[src/rtl/alu_pkg.sv]
// alu_pkg: shared opcodes, FSM states and flag indices for alu_seq (ALU_DIV_EN adds the DIV state)
package alu_pkg;
    localparam logic [3:0] ALU_OP_ADD  = 4'h0;
    localparam logic [3:0] ALU_OP_SUB  = 4'h1;
    localparam logic [3:0] ALU_OP_MUL  = 4'h2;
    localparam logic [3:0] ALU_OP_SHL  = 4'h3;
    localparam logic [3:0] ALU_OP_SHR  = 4'h4;
    localparam logic [3:0] ALU_OP_INCA = 4'h5;
    localparam logic [3:0] ALU_OP_INCB = 4'h6;
    localparam logic [3:0] ALU_OP_DECA = 4'h7;
    localparam logic [3:0] ALU_OP_DECB = 4'h8;
    localparam logic [3:0] ALU_OP_EQ   = 4'h9;
    localparam logic [3:0] ALU_OP_GT   = 4'hA;
    localparam logic [3:0] ALU_OP_LT   = 4'hB;
    localparam logic [3:0] ALU_OP_DIV  = 4'hC;

    localparam int FLAG_Z = 0;
    localparam int FLAG_C = 1;
    localparam int FLAG_N = 2;
    localparam int FLAG_V = 3;

`ifdef ALU_DIV_EN
    typedef enum logic [1:0] {ST_IDLE, ST_MUL, ST_DIV} alu_state_e;
`else
    typedef enum logic [1:0] {ST_IDLE, ST_MUL} alu_state_e;
`endif
endpackage

[src/rtl/alu_iter_unit.sv]
// alu_iter_unit: shared shift-add multiply / restoring divide iteration datapath (divide only with ALU_DIV_EN)
module alu_iter_unit
    import alu_pkg::*;
#(
    parameter int WIDTH = 8,
    parameter int CNT_W = $clog2(WIDTH + 1)
) (
    input  logic             clk_i,
    input  logic             rst_i,
    input  logic             start_i,
`ifdef ALU_DIV_EN
    input  logic             div_i,
    output logic             b_zero_o,
`endif
    input  logic [WIDTH-1:0] a_i,
    input  logic [WIDTH-1:0] b_i,
    output logic [WIDTH-1:0] nxt_hi_o,
    output logic [WIDTH-1:0] nxt_lo_o,
    output logic             last_o
);
    logic [WIDTH-1:0] hi_q, lo_q, b_q;
    logic [CNT_W-1:0] cnt_q;
    logic [WIDTH:0]   sum;
`ifdef ALU_DIV_EN
    logic             div_q;
    logic [WIDTH:0]   shifted;
    logic [WIDTH-1:0] diff;
    logic             ge;
`endif

    assign last_o = cnt_q == CNT_W'(1);
`ifdef ALU_DIV_EN
    assign b_zero_o = b_q == '0;
`endif

    // One iteration: hi/lo hold {partial product, multiplier} or {remainder, quotient}
    always_comb begin
        sum = {1'b0, hi_q} + (lo_q[0] ? {1'b0, b_q} : '0);
`ifdef ALU_DIV_EN
        shifted  = {hi_q, lo_q[WIDTH-1]};
        ge       = shifted >= {1'b0, b_q};
        diff     = shifted[WIDTH-1:0] - b_q;
        nxt_hi_o = div_q ? (ge ? diff : shifted[WIDTH-1:0]) : sum[WIDTH:1];
        nxt_lo_o = div_q ? {lo_q[WIDTH-2:0], ge} : {sum[0], lo_q[WIDTH-1:1]};
`else
        nxt_hi_o = sum[WIDTH:1];
        nxt_lo_o = {sum[0], lo_q[WIDTH-1:1]};
`endif
    end

    // Load operands on start, then iterate until the counter drains
    always_ff @(posedge clk_i) begin
        if (rst_i) begin
            hi_q  <= '0;
            lo_q  <= '0;
            b_q   <= '0;
            cnt_q <= '0;
`ifdef ALU_DIV_EN
            div_q <= 1'b0;
`endif
        end else if (start_i) begin
            hi_q  <= '0;
            lo_q  <= a_i;
            b_q   <= b_i;
            cnt_q <= CNT_W'(WIDTH);
`ifdef ALU_DIV_EN
            div_q <= div_i;
`endif
        end else if (cnt_q != '0) begin
            hi_q  <= nxt_hi_o;
            lo_q  <= nxt_lo_o;
            cnt_q <= cnt_q - CNT_W'(1);
        end
    end
endmodule

[src/rtl/alu_seq.sv]
// alu_seq: handshaked WIDTH-generic ALU with iterative multiply and Z/C/N/V flags (ALU_DIV_EN adds divide on opcode C)
module alu_seq
    import alu_pkg::*;
#(
    parameter int WIDTH = 8,
    parameter int CNT_W = $clog2(WIDTH + 1)
) (
    input  logic             CLK,
    input  logic             RESET,
    input  logic [WIDTH-1:0] IN_A,
    input  logic [WIDTH-1:0] IN_B,
    input  logic [3:0]       ALU_Op_Code,
    input  logic             IN_VALID,
    output logic             IN_READY,
    output logic [WIDTH-1:0] OUT_RESULT,
    output logic [WIDTH-1:0] OUT_RESULT_HI,
    output logic [3:0]       OUT_FLAGS,
    output logic             OUT_VALID
);
    alu_state_e       state_q;
    logic [WIDTH-1:0] res_q, res_hi_q, res_d, x, y, nxt_hi, nxt_lo;
    logic [3:0]       flags_q, flags_d;
    logic             valid_q, is_sub, is_arith, ovf, carry, last, start;
    logic [WIDTH:0]   arith;
`ifdef ALU_DIV_EN
    logic             b_zero;
`endif

    assign IN_READY      = state_q == ST_IDLE;
    assign OUT_RESULT    = res_q;
    assign OUT_RESULT_HI = res_hi_q;
    assign OUT_FLAGS     = flags_q;
    assign OUT_VALID     = valid_q;
`ifdef ALU_DIV_EN
    assign start = IN_VALID && IN_READY && (ALU_Op_Code == ALU_OP_MUL || ALU_Op_Code == ALU_OP_DIV);
`else
    assign start = IN_VALID && IN_READY && ALU_Op_Code == ALU_OP_MUL;
`endif

    alu_iter_unit #(.WIDTH(WIDTH), .CNT_W(CNT_W)) u_iter (
        .clk_i    (CLK),
        .rst_i    (RESET),
        .start_i  (start),
`ifdef ALU_DIV_EN
        .div_i    (ALU_Op_Code == ALU_OP_DIV),
        .b_zero_o (b_zero),
`endif
        .a_i      (IN_A),
        .b_i      (IN_B),
        .nxt_hi_o (nxt_hi),
        .nxt_lo_o (nxt_lo),
        .last_o   (last)
    );

    // Single-cycle result and flags; inc/dec reuse the add/sub path with a constant 1
    always_comb begin
        x        = (ALU_Op_Code == ALU_OP_INCB || ALU_Op_Code == ALU_OP_DECB) ? IN_B : IN_A;
        y        = (ALU_Op_Code == ALU_OP_ADD || ALU_Op_Code == ALU_OP_SUB) ? IN_B : WIDTH'(1);
        is_sub   = ALU_Op_Code inside {ALU_OP_SUB, ALU_OP_DECA, ALU_OP_DECB};
        is_arith = is_sub || ALU_Op_Code inside {ALU_OP_ADD, ALU_OP_INCA, ALU_OP_INCB};
        arith    = is_sub ? {1'b0, x} - {1'b0, y} : {1'b0, x} + {1'b0, y};
        ovf      = (is_sub ? x[WIDTH-1] != y[WIDTH-1] : x[WIDTH-1] == y[WIDTH-1]) && arith[WIDTH-1] != x[WIDTH-1];
        res_d    = is_arith                  ? arith[WIDTH-1:0] :
                   ALU_Op_Code == ALU_OP_SHL ? {IN_A[WIDTH-2:0], 1'b0} :
                   ALU_Op_Code == ALU_OP_SHR ? {1'b0, IN_A[WIDTH-1:1]} :
                   ALU_Op_Code == ALU_OP_EQ  ? WIDTH'(IN_A == IN_B) :
                   ALU_Op_Code == ALU_OP_GT  ? WIDTH'(IN_A > IN_B) :
                   ALU_Op_Code == ALU_OP_LT  ? WIDTH'(IN_A < IN_B) : IN_A;
        carry    = is_arith                  ? arith[WIDTH] :
                   ALU_Op_Code == ALU_OP_SHL ? IN_A[WIDTH-1] :
                   ALU_Op_Code == ALU_OP_SHR ? IN_A[0] : 1'b0;
        flags_d  = '0;
        flags_d[FLAG_V] = is_arith && ovf;
        flags_d[FLAG_N] = res_d[WIDTH-1];
        flags_d[FLAG_C] = carry;
        flags_d[FLAG_Z] = res_d == '0;
    end

    // Control FSM with registered results; multi-cycle ops complete when the iterator reports its last step
    always_ff @(posedge CLK) begin
        if (RESET) begin
            state_q  <= ST_IDLE;
            res_q    <= '0;
            res_hi_q <= '0;
            flags_q  <= '0;
            valid_q  <= 1'b0;
        end else begin
            valid_q <= 1'b0;
            case (state_q)
                ST_IDLE: if (IN_VALID) begin
                    if (ALU_Op_Code == ALU_OP_MUL) state_q <= ST_MUL;
`ifdef ALU_DIV_EN
                    else if (ALU_Op_Code == ALU_OP_DIV) state_q <= ST_DIV;
`endif
                    else begin
                        res_q    <= res_d;
                        res_hi_q <= '0;
                        flags_q  <= flags_d;
                        valid_q  <= 1'b1;
                    end
                end
                ST_MUL: if (last) begin
                    res_q    <= nxt_lo;
                    res_hi_q <= nxt_hi;
                    flags_q  <= {1'b0, nxt_lo[WIDTH-1], nxt_hi != '0, nxt_lo == '0 && nxt_hi == '0};
                    valid_q  <= 1'b1;
                    state_q  <= ST_IDLE;
                end
`ifdef ALU_DIV_EN
                ST_DIV: if (last) begin
                    res_q    <= nxt_lo;
                    res_hi_q <= nxt_hi;
                    flags_q  <= {b_zero, nxt_lo[WIDTH-1], 1'b0, nxt_lo == '0};
                    valid_q  <= 1'b1;
                    state_q  <= ST_IDLE;
                end
`endif
                default: state_q <= ST_IDLE;
            endcase
        end
    end
endmodule

[config.mk]
export PLATFORM = sky130hd
export DESIGN_NAME = alu_seq
export DESIGN_NICKNAME = d
export VERILOG_FILES = /design/src/rtl/alu_pkg.sv /design/src/rtl/alu_iter_unit.sv /design/src/rtl/alu_seq.sv
export SDC_FILE = /design/constraint.sdc
export NUM_CORES = 1
export LEC_CHECK = 0
export ABC_CLOCK_PERIOD_IN_PS = 3750
export BUFFER_PORTS_ARGS = -buffer_cell sky130_fd_sc_hd__buf_4
export CAP_MARGIN = 20
export CORE_ASPECT_RATIO = 0.5
export CORE_MARGIN = 5
export CORE_UTILIZATION = 54
export DETAILED_ROUTE_END_ITERATION = 10
export GPL_TIMING_DRIVEN = 0
export HOLD_SLACK_MARGIN = 0.02
export PLACE_DENSITY = 0.84
export SLEW_MARGIN = 10
export SYNTH_ARGS = -nofsm -noshare
export SYNTH_HDL_FRONTEND = slang
export SYNTH_SLANG_ARGS = --single-unit
[constraint.sdc]
create_clock -name CLK -period 3.75 [get_ports CLK]
set_clock_uncertainty 0.2 [all_clocks]
set_input_delay 0.375 -clock CLK [delete_from_list [all_inputs] [get_ports CLK]]
set_output_delay 0.375 -clock CLK [all_outputs]
set_load 0.01 [all_outputs]
Word level (Yosys, flattened, before mapping):

Cells that the tools add are included.

* bits of input ports: 23
* flip-flop bits (word level): 51
* logic and storage cells: 97

* equality and inequality tests: 21
* add/subtract/negate cells: 4
* multiplexer cells: 38
* magnitude comparators: 2
* reductions and logical operators: 22

Operators by type and width (number)
* two-way mux 8 bit: 17
* one-hot mux 8 bit (2 select lines): 2
* zero test 8 bit: 3
* two-way mux 4 bit: 5
* == test 4 x 3 -> 1 bit, second input constant: 4
* == test 4 bit, second input constant: 4
* adder 8 x 8 -> 9 bit: 1
* adder 8 x 9 -> 9 bit: 1
* two-way mux 9 bit: 1
* subtractor 8 x 8 -> 9 bit: 1
* == test 4 x 1 -> 1 bit, second input constant: 2
* == test 4 x 2 -> 1 bit, second input constant: 2
* == test 8 bit: 1
* greater-than comparator 8 bit: 1
* < comparator 8 bit: 1
* one-hot mux 4 bit (2 select lines): 1
* nonzero test 8 bit: 1
* two-way mux 1 bit: 7
* two-way mux 2 bit: 3
* inequality test 2 bit, second input constant: 3
* nonzero test 3 bit: 2
* logical AND 1 bit: 5
* zero test 4 bit: 1
* one-hot mux 2 bit (2 select lines): 1
* 13 further kinds: 17

Logic depth before layout (Yosys ltp):

Gate-level depths: netlist of the first run.

* word-level depth: 11
* depth in mapped cells: 14
* depth with buffers taken out: 14

Modules after synthesis:

From an unflattened synthesis of the first run, not the netlist that was laid out.

* cell total of the unflattened synthesis: 508
* area total of the unflattened synthesis: 3963.8 um^2

By module, submodules not included
* alu_seq: instances 1, area an instance 2319.7 um^2, cells an instance 318
* alu_iter_unit: instances 1, area an instance 1644.1 um^2, cells an instance 190

Least setup slack after synthesis of the first run:

Ideal clock, no wire load.

* path type: input to register
* start: input ALU_Op_Code[3]
* end: register flags_q[0], in the netlist OUT_FLAGS[0]
* required time: 3.462 ns
* buffers on the path: 2
* library setup time: 0.088 ns
* slack: 0.182 ns
* cell stages on the path: 13
* arrival time: 3.280 ns
* cells stage by stage: buf_6 buf_2 nor4_1 a21oi_1 xnor2_1 ha_1 or2_1 a21o_1 o31a_1 or3_1 a41oi_1 nand4b_1 a311oi_2

* word-level cells in the longest chain between the ends: 11
* elaborated cells on any way between the ends: 34
* classes of those cells: 2 x add/sub; 12 x eq/ne; 12 x mux; 8 x reduce/logical

RTL lines
* from (decl): RTL line alu_seq.sv:12 `input logic [3:0] ALU_Op_Code,`
* branches (longest 11 deep; another with adder 8 x 8 -> 9 bit)
* to (signal assigned): RTL line alu_seq.sv:98 `flags_q <= flags_d;`
* to (signal assigned): RTL line alu_seq.sv:105 `flags_q <= {1'b0, nxt_lo[WIDTH-1], nxt_hi != '0, nxt_lo == '0 && nxt_hi == '0};`
* to (decl): RTL line alu_seq.sv:22 `logic [3:0] flags_q, flags_d;`

Parallel ways; which one is timed is not known. The select of a mux whose other input is x is not followed.
A chain may end at the register's enable or synchronous reset.

Final worst setup path of the first run:

* start: input ALU_Op_Code[0]
* end: register flags_q[0], in the netlist OUT_FLAGS[0]

Same word-level chain as after synthesis.

==> results of run 1 <==
cell usage in the layout, fill, tap and decap left out, types with 4 or more instances in the layout:
cell type,n
a211oi_1,9
a21o_1,4
a21oi_1,36
a22oi_1,9
a311oi_1,9
and2_1,10
buf_2,5
buf_4,50
buf_6,4
clkbuf_1,10
clkbuf_16,5
dfxtp_1,49
ha_1,28
inv_1,19
mux2_2,5
mux2i_1,14
nand2_1,56
nand2b_1,7
nand3_1,10
nor2_1,62
nor3_1,9
o211ai_1,6
o21ai_0,16
or3_1,5
xnor2_1,13
xor2_1,6
power by group through the flow:
stage	clock network, W	registers [W]	logic (W)
after detailed placement	0	0.000645	0.000749
after global placement	0	0.000644	0.000728
final	0.000498	0.000638	0.000779
after CTS	0.000502	0.000636	0.000760
after global routing	0.000522	0.000643	0.000858
after floorplan	0	0.000637	0.000544
cell type report:
cell class                 instances  share of cell area, %
buffer                            21                   2.86
clock buffer                       5                   2.78
clock inverter                     2                  0.778
inverter                          20                   1.67
multi-input combinational        387                   59.4
sequential                        49                   21.8
tap                               92                   2.56
timing repair buffer              49                   8.17
metrics by stage:
stage               power [W]  hold slack (ns)  setup WS (ns)  TNS [ns]  std cells
global route          0.00202            0.106       -0.00408  -0.00408        625
finish                0.00191            0.105         0.0911         0        625
CTS                   0.00190            0.100       0.000183         0        619
global placement      0.00137            0.244         -0.251    -0.472        612
detailed placement    0.00139            0.254         -0.324    -0.658        612
floorplan             0.00118            0.236          0.182         0        477
critical path, stage by stage:
cell and delay (ns):
buf_4 0.13, buf_6 0.15, xor2_1 0.18, a32oi_4 0.25
a21oi_1 0.11, a31oi_1 0.17, o21ai_0 0.22, fa_1 0.50
a211oi_1 0.29, o31ai_1 0.16, xor2_1 0.17, a22o_1 0.26
nor4b_2 0.28, nand4b_1 0.15, a311oi_2 0.25
metal layers:
metal,global-route usage (%),vias to the layer above,share of wire [%]
met4,9.78,0,2.5
met3,3.31,28,7.8
met1,30.2,1742,44
met5,0,-,0
li1,-,1836,-
met2,36.9,151,46
worst paths after layout:
path / end / slack [ns] / cells past startpoint
worst min-delay path: OUT_FLAGS[3]$_SDFFE_PP0P_ / 0.10 / 2
worst max register to register: OUT_FLAGS[0]$_SDFFE_PP0P_ / 0.52 / 11
worst max-delay path: OUT_FLAGS[0]$_SDFFE_PP0P_ / 0.09 / 15
worst min register to register: OUT_RESULT[6]$_SDFFE_PP0P_ / 0.26 / 2
state kept, by name (all words and copies together) (netlist names):
signal and cells:
OUT_RESULT 7, u_iter.lo_q 8, OUT_FLAGS 4, state_q 1, u_iter.hi_q 8, OUT_RESULT_HI 8
OUT_VALID 1, u_iter.cnt_q 4, u_iter.b_q 8
what timing repair did:
| item | 4_1_cts | 5_1_grt |
|---|---|---|
| setup buffers | 0 | 6 |
| gates resized for setup | 1 | 2 |
| hold buffers | 0 | 0 |
| pin swaps | 0 | 2 |
| endpoints found under the setup margin | 1 | 3 |
logic make-up after synthesis:
family                     after synthesis  share of synthesized area, %
adders and majority gates               32                          10.7
DFF                                     49                          25.6
buffers and inverters                   41                          5.32
and+or+nand+nor                        188                          24.2
AOI/OAI and AO/OA                      128                          24.3
muxes                                   20                          5.51
xor gates and xnor gates                19                          4.34
==> impl_metrics.py, run 1 <==
metrics = {
    "routing": {
        "ant_nets": 0,
        "drt-wirelength-per-cell_um": 17.0,
        "vias_per_cell": 6.01,
        "wl_um": 10600,
        "post-route-drc-count": 0,
        "drt_iter0_drc": 311,
        "num_vias": 3757,
        "drt-pass1-iter-count": 7,
    },
    "die": {
        "fp.dieH_um": 69.6,
        "rows": 21,
        "initial_core_util_pct": 56.6,
        "coreArea_um2": 6780,
        "io_pins": 45,
        "die_area_um2": 8990,
        "dieWidth_um": 129,
    },
    "cells_and_area": {
        "final_cell_area_um2": 4500,
        "utilization_pct": 66.4,
        "syn2layout_area_growth_pct": 17.4,
        "diodes": 0,
        "fin_nets": 586,
        "multiInputGateArea_um2": 2680,
        "n_fill_cell": 562,
        "drive_gt1_share_pct": 18.9,
        "seq_area_um2": 981,
    },
    "synth": {
        "synth-edff-count": 0,
        "yosys_warnings": 0,
        "netlist_top_cells_count": "nor2_1, nand2_1, dfxtp_1",
        "synth_ff_type": "dfxtp_1",
        "syn_area_um2": 3840,
        "yosysTopAreaCell": "dfxtp_1",
        "synth_seq_area_share_pct": 25.6,
        "yosys_register_bits": 49,
        "synth_top_area_share_pct": 25.6,
        "syn_inst": 477,
        "synth_nets": 530,
        "ys_types": 78,
        "avgSynthCellArea_um2": 8.04,
        "async_flop_share_pct": 0,
        "yosysMostFrequentCell": "nor2_1",
        "synth_area_leaders": "dfxtp_1, ha_1, nor2_1",
    },
    "clock_tree": {
        "clk_pin_slew_worst_paths_ns": 0.06,
        "cts-buffers-inserted": 5,
        "tritoncts": "yes",
        "clkSinkCount": 49,
        "cts_root_buffer": "clkbuf_16",
        "cts_max_level": 2,
        "clock_latency_ns": 0.29,
        "cts.path.max_buffers": 2,
    },
    "sta": {
        "max-slew-margin-rel_pct": 62.9,
        "period_share_pct": 97.6,
        "setup_viol": 0,
        "slew_viol_final": 0,
        "hold_viol": 0,
        "fin_crit_ns": 3.66,
        "tightest_slew_ns": 0.552,
        "max_freq_mhz": 273,
    },
    "power_and_ir_drop": {
        "switchingPower_w": 0.000709,
        "powerDensity_nw_per_um2": 425,
        "pwr-share-comb_pct": 40.7,
        "intPower_w": 0.00121,
        "clkPwrFrac_pct": 26.0,
        "vdd_drop_max_mv": 0.239,
        "p_leak_nw": 1.93,
        "switching_share_pct": 37.0,
        "seqPwrFrac_pct": 33.3,
    },
    "setup_path": {
        "crit_path_start": "ALU_Op_Code[0]",
        "crit_type": "input pin to flop",
        "startpoint_type": "input pin",
        "critPathMaxFanout": 10,
        "r2r_start": "u_iter.lo_q[0]$_SDFFE_PP0P_",
        "arrival_ns": 3.66,
        "required_ns": 3.75,
        "crit_path_end_kind": "flop",
    },
    "global_routing": {
        "antenna_found_initial": 0,
        "grt_pass1_wl_um": 16700,
        "grt.overflow.total": 0,
        "grt_pass1_vias": 3385,
        "grt_max_degree": 15,
        "grt_use_total_pct": 22.8,
    },
    "placement": {
        "gp_congestion": 0.948,
        "place_area_um2": 4270,
        "port_buffers": 43,
        "dp_hpwl_um": 7950,
    },
    "outcome": {
        "status": "complete, no violations",
    },
    "flow_run": {
        "max_cap_violations": 0,
    },
    "worst_hold_path": {
        "hold_path_class": "input pin to flop",
        "hp-start": "RESET",
    },
}
(Power assumes the default switching activity.)
==> inputs of run 2 (changes only) <==
PLACE_DENSITY = 0.81   (was 0.84)
==> impl_metrics.py, run 2 (synthesis results as in run 1) <==
metrics = {
    "outcome": {
        "status": "complete, no violations",
    },
    "routing": {
        "drt-pass1-iter-count": 5,
        "wl_um": 10300,
        "post-route-drc-count": 0,
        "drt-wirelength-per-cell_um": 16.5,
        "vias_per_cell": 5.96,
        "num_vias": 3720,
        "ant_nets": 0,
        "drt_iter0_drc": 230,
    },
    "clock_tree": {
        "cts.path.max_buffers": 2,
        "cts_max_level": 2,
        "clock_latency_ns": 0.29,
        "cts_root_buffer": "clkbuf_16",
        "clk_pin_slew_worst_paths_ns": 0.07,
        "cts-buffers-inserted": 5,
        "clkSinkCount": 49,
        "tritoncts": "yes",
    },
    "cells_and_area": {
        "syn2layout_area_growth_pct": 17.4,
        "diodes": 0,
        "seq_area_um2": 981,
        "finalNonFillerCells": 624,
        "multiInputGateArea_um2": 2680,
        "fin_nets": 584,
        "final_cell_mix": "nor2_1, nand2_1, dfxtp_1",
        "final_common_cell": "nor2_1",
        "utilization_pct": 66.4,
        "drive_gt1_share_pct": 19.2,
        "n_fill_cell": 579,
    },
    "placement": {
        "port_buffers": 43,
        "dp.cells": 612,
        "dp_hpwl_um": 8000,
        "gp_congestion": 0.922,
        "dp_slack_ns": -0.379,
    },
    "setup_path": {
        "crit_path_end_kind": "flop",
        "r2r_setup_slack_ns": 0.45,
        "crit_type": "input pin to flop",
        "timing.rr.end": "OUT_FLAGS[0]$_SDFFE_PP0P_",
        "r2r_start": "u_iter.lo_q[0]$_SDFFE_PP0P_",
        "critPathMaxFanout": 10,
        "rr_worst_depth": 11,
        "arrival_ns": 3.58,
        "required_ns": 3.75,
        "startpoint_type": "input pin",
    },
    "power_and_ir_drop": {
        "vdd_drop_max_mv": 0.228,
        "powerDensity_nw_per_um2": 428,
        "p_leak_nw": 1.93,
    },
    "die": {
        "fp.dieH_um": 69.6,
        "rows": 21,
        "dieWidth_um": 129,
        "die_area_um2": 8990,
        "io_pins": 45,
        "coreArea_um2": 6780,
        "initial_core_util_pct": 56.6,
    },
    "global_routing": {
        "grt.overflow.total": 0,
        "grt_use_total_pct": 22.6,
        "antenna_found_initial": 0,
        "grt_pass1_wl_um": 16700,
        "grt_max_degree": 16,
        "grt_pass1_vias": 3405,
    },
    "sta": {
        "rsz0062_at_grt": "false",
        "tightest_slew_ns": 0.634,
        "slew_viol_final": 0,
        "period_share_pct": 95.3,
        "max-slew-margin-rel_pct": 57.4,
        "fin_ws_ns": 0.175,
        "fin_crit_ns": 3.57,
        "max_freq_mhz": 280,
        "hold_viol": 0,
        "finalSetupTns_ns": 0,
        "setup_viol": 0,
    },
    "flow_run": {
        "max_cap_violations": 0,
    },
    "worst_hold_path": {
        "min_path_cells": 2,
        "hold_end": "OUT_FLAGS[3]$_SDFFE_PP0P_",
        "hold_path_class": "input pin to flop",
        "hp-start": "RESET",
    },
}
==> run 2: cell count changes in the layout (fill, tap and decap cells not counted) <==
cell / before / now
a32oi_2: 0 / 1
o31ai_2: 0 / 1
clkbuf_8: 1 / 2
a32oi_4: 1 / 0
clkinv_2: 1 / 0
o31ai_1: 1 / 0
buf_4: 50 / 48
clkinvlp_4: 0 / 1
a211oi_2: 1 / 2
a211oi_1: 9 / 8
==> run 2: metal layers <==
layer  part of all wire [%]  global-route usage, %
met5                      0                      0
met4                    2.3                   7.33
met3                    7.5                   4.00
met2                     43                   33.9
met1                     47                   32.5
==> run 2: where the power goes <==
group / total [W] / switching, W / internal [W] / leakage [nW]
Clock: 0.000526 / 0.000193 / 0.000333 / 0.0831
Sequential: 0.000635 / 0.0000487 / 0.000587 / 0.399
Combinational: 0.000769 / 0.000461 / 0.000308 / 1.44
Total: 0.00193 / 0.000702 / 0.00123 / 1.93
==> run 2: area by class of cell <==
class | count | area share, %
multi-input combinational | 387 | 59.4
timing repair buffer | 47 | 7.83
clock buffer | 6 | 3.08
sequential | 49 | 21.8
buffer | 21 | 2.86
tap | 92 | 2.56
inverter | 20 | 1.67
clock inverter | 2 | 0.833
==> run 2: how the worst max path moves through the flow <==
stage | startpoint | end | slack (ns) | depth (start not counted)
floorplan | ALU_Op_Code[3] | OUT_FLAGS[0]$_SDFFE_PP0P_ | 0.18 | 13
global placement | ALU_Op_Code[1] | OUT_FLAGS[0]$_SDFFE_PP0P_ | -0.32 | 13
detailed placement | ALU_Op_Code[1] | OUT_FLAGS[0]$_SDFFE_PP0P_ | -0.38 | 13
CTS | ALU_Op_Code[3] | OUT_FLAGS[0]$_SDFFE_PP0P_ | 0.07 | 12
global route | ALU_Op_Code[0] | OUT_FLAGS[0]$_SDFFE_PP0P_ | 0.05 | 15
finish | ALU_Op_Code[0] | OUT_FLAGS[0]$_SDFFE_PP0P_ | 0.18 | 15
==> run 2: worst max-delay path, stage by stage <==
cell      delay [ns]
buf_4           0.12
buf_6           0.14
xor2_1          0.17
a32oi_2         0.27
a21boi_4        0.31
a21oi_1         0.09
xnor2_1         0.19
ha_1            0.35
nand2_1         0.09
o31ai_2         0.31
xor2_1          0.15
a22o_1          0.26
nor4b_2         0.30
nand4b_1        0.16
a311oi_2        0.27
==> run 2: repair_timing <==
item                       CTS  global route
setup endpoints to repair    1             1
hold buffers                 0             0
pin swaps                    1             1
setup buffers                2             2
gates resized for setup      2             2
==> run 2: metrics by stage <==
stage / power [W] / area [µm²] / hold slack (ns)
final: 0.00193 / 4500 / 0.114
after global routing: 0.00204 / 4500 / 0.119
after detailed placement: 0.00138 / 4270 / 0.250
after floorplan: 0.00118 / 3840 / 0.236
after CTS: 0.00191 / 4480 / 0.110
after global placement: 0.00137 / 4270 / 0.242
==> inputs of run 3 (changes only) <==
CTS_BUF_LIST = sky130_fd_sc_hd__clkbuf_16   (was default)
==> impl_metrics.py, run 3 (synthesis results as in run 1) <==
metrics = {
    "die": {
        "rows": 21,
        "initial_core_util_pct": 56.6,
        "dieWidth_um": 129,
        "io_pins": 45,
        "fp.dieH_um": 69.6,
        "die_area_um2": 8990,
        "coreArea_um2": 6780,
    },
    "sta": {
        "max_freq_mhz": 279,
        "period_share_pct": 95.5,
        "max-slew-margin-rel_pct": 59.4,
        "tightest_slew_ns": 0.604,
        "slew_viol_final": 0,
        "whs_ns": 0.113,
        "setup_viol": 0,
        "hold_viol": 0,
        "rsz0062_at_grt": "false",
        "fin_ws_ns": 0.170,
        "fin_crit_ns": 3.58,
    },
    "cells_and_area": {
        "finalNonFillerCells": 624,
        "final_common_cell": "nor2_1",
        "n_fill_cell": 581,
        "diodes": 0,
        "syn2layout_area_growth_pct": 17.2,
        "final_cell_mix": "nor2_1, nand2_1, dfxtp_1",
        "multiInputGateArea_um2": 2680,
        "drive_gt1_share_pct": 19.0,
        "fin_nets": 584,
        "seq_area_um2": 981,
        "utilization_pct": 66.3,
    },
    "power_and_ir_drop": {
        "vdd_drop_max_mv": 0.228,
        "switchingPower_w": 0.000701,
        "pwr-share-comb_pct": 40.2,
        "switching_share_pct": 36.7,
        "intPower_w": 0.00121,
        "powerDensity_nw_per_um2": 424,
        "seqPwrFrac_pct": 33.3,
        "p_leak_nw": 1.92,
        "clkPwrFrac_pct": 26.5,
    },
    "global_routing": {
        "grt_use_total_pct": 22.6,
        "grt_pass1_vias": 3377,
        "grt.overflow.total": 0,
        "grt_max_degree": 16,
        "antenna_found_initial": 0,
        "grt_pass1_wl_um": 16600,
    },
    "worst_hold_path": {
        "hold_end": "OUT_FLAGS[3]$_SDFFE_PP0P_",
        "min_path_cells": 2,
        "hp-start": "RESET",
        "hold_path_class": "input pin to flop",
    },
    "clock_tree": {
        "clk_pin_slew_worst_paths_ns": 0.07,
        "clkSinkCount": 49,
        "cts_root_buffer": "clkbuf_16",
        "cts.path.max_buffers": 2,
        "tritoncts": "yes",
        "hold_buffers": 0,
        "cts-buffers-inserted": 5,
        "clock_latency_ns": 0.29,
        "cts_max_level": 2,
    },
    "setup_path": {
        "path_cells": "buf_4 > buf_6 > xor2_1 > a32oi_2 > a21boi_4 > a21oi_1 > xnor2_1 > ha_1 > nand2_1 > o31ai_2 > xor2_1 > a22o_1 > nor4b_2 > nand4b_1 > a311oi_2",
        "rr_worst_depth": 11,
        "arrival_ns": 3.58,
        "startpoint_type": "input pin",
        "cpPeakStageDelay_ns": 0.35,
        "cp_slowest_cell": "ha_1",
        "r2r_setup_slack_ns": 0.44,
        "path_buf_inv": 2,
        "crit_type": "input pin to flop",
        "timing.rr.end": "OUT_FLAGS[0]$_SDFFE_PP0P_",
        "required_ns": 3.75,
        "crit_path_end_kind": "flop",
        "cpMostUsedCell": "xor2_1",
        "crit_family": "compound AO/OA/AOI/OAI gates",
        "r2r_start": "u_iter.lo_q[0]$_SDFFE_PP0P_",
        "critPathMaxFanout": 10,
    },
    "routing": {
        "post-route-drc-count": 0,
        "vias_per_cell": 5.88,
        "num_vias": 3671,
        "wl_um": 10300,
        "drt_iter0_drc": 198,
        "drt-pass1-iter-count": 5,
        "drt-wirelength-per-cell_um": 16.5,
        "ant_nets": 0,
    },
    "placement": {
        "dp_slack_ns": -0.379,
        "port_buffers": 43,
        "dp.cells": 612,
        "dp_hpwl_um": 8000,
        "gp_congestion": 0.922,
    },
    "outcome": {
        "status": "complete, no violations",
    },
    "flow_run": {
        "max_cap_violations": 0,
    },
}
-- run 3: cell count changes in the layout (fill, tap and decap cells not counted) --
cell      previous run  this run
clkbuf_8             2         1
clkinv_1             1         2
-- run 3: worst max-delay path by stage --
| stage | end | depth (start not counted) | startpoint |
|---|---|---|---|
| 2_1_floorplan | OUT_FLAGS[0]$_SDFFE_PP0P_ | 13 | ALU_Op_Code[3] |
| 3_3_place_gp | OUT_FLAGS[0]$_SDFFE_PP0P_ | 13 | ALU_Op_Code[1] |
| 3_5_place_dp | OUT_FLAGS[0]$_SDFFE_PP0P_ | 13 | ALU_Op_Code[1] |
| 4_1_cts | OUT_FLAGS[0]$_SDFFE_PP0P_ | 12 | ALU_Op_Code[3] |
| 5_1_grt | OUT_FLAGS[0]$_SDFFE_PP0P_ | 15 | ALU_Op_Code[0] |
| 6_report | OUT_FLAGS[0]$_SDFFE_PP0P_ | 15 | ALU_Op_Code[0] |
-- run 3: layer usage --
layer / wire [µm] / up-vias / GRT usage, %
met5: 0 / - / 0
met4: 199 / 0 / 6.87
met3: 825 / 21 / 4.00
met2: 4480 / 135 / 33.8
met1: 4770 / 1677 / 32.6
li1: - / 1838 / -
-- run 3: area by class of cell --
cell class	instances	area share, %
well taps	92	2.56
clock inverters	3	0.919
repair buffers	47	7.85
multi-input cells	387	59.5
inverters	20	1.67
plain buffers	21	2.87
flip-flops and latches	49	21.8
clock buffers	5	2.78
-- run 3: through the flow --
| step | TNS (ns) | total power [W] | cell area, µm² |
|---|---|---|---|
| floorplan | 0 | 0.00118 | 3840 |
| global placement | -0.464 | 0.00137 | 4270 |
| detailed placement | -0.536 | 0.00138 | 4270 |
| CTS | 0 | 0.00189 | 4470 |
| global route | 0 | 0.00202 | 4490 |
| finish | 0 | 0.00191 | 4490 |
-- run 3: what timing repair did --
action                                  4_1_cts  5_1_grt
resized for setup                             2        2
setup buffers                                 2        2
endpoints found under the setup margin        1        1
pin swaps                                     1        1
-- run 3: worst reg2reg max path, cell delays in order (launching register included) --
cell and delay [ns]:
dfxtp_1 0.45, and2_1 0.17, ha_1 0.20, inv_1 0.07, fa_1 0.40, nand2b_2 0.21
a21oi_2 0.13, xnor2_1 0.11, or4_4 0.54, nor4_4 0.22, nand4_1 0.20, a311oi_2 0.31
-- run 3: power by group through the flow --
stage / sequential [W] / combinational (W) / clock [W]
finish: 0.000635 / 0.000767 / 0.000505
floorplan: 0.000637 / 0.000544 / 0
detailed placement: 0.000645 / 0.000739 / 0
CTS: 0.000634 / 0.000753 / 0.000505
global placement: 0.000642 / 0.000727 / 0
global route: 0.000643 / 0.000844 / 0.000530
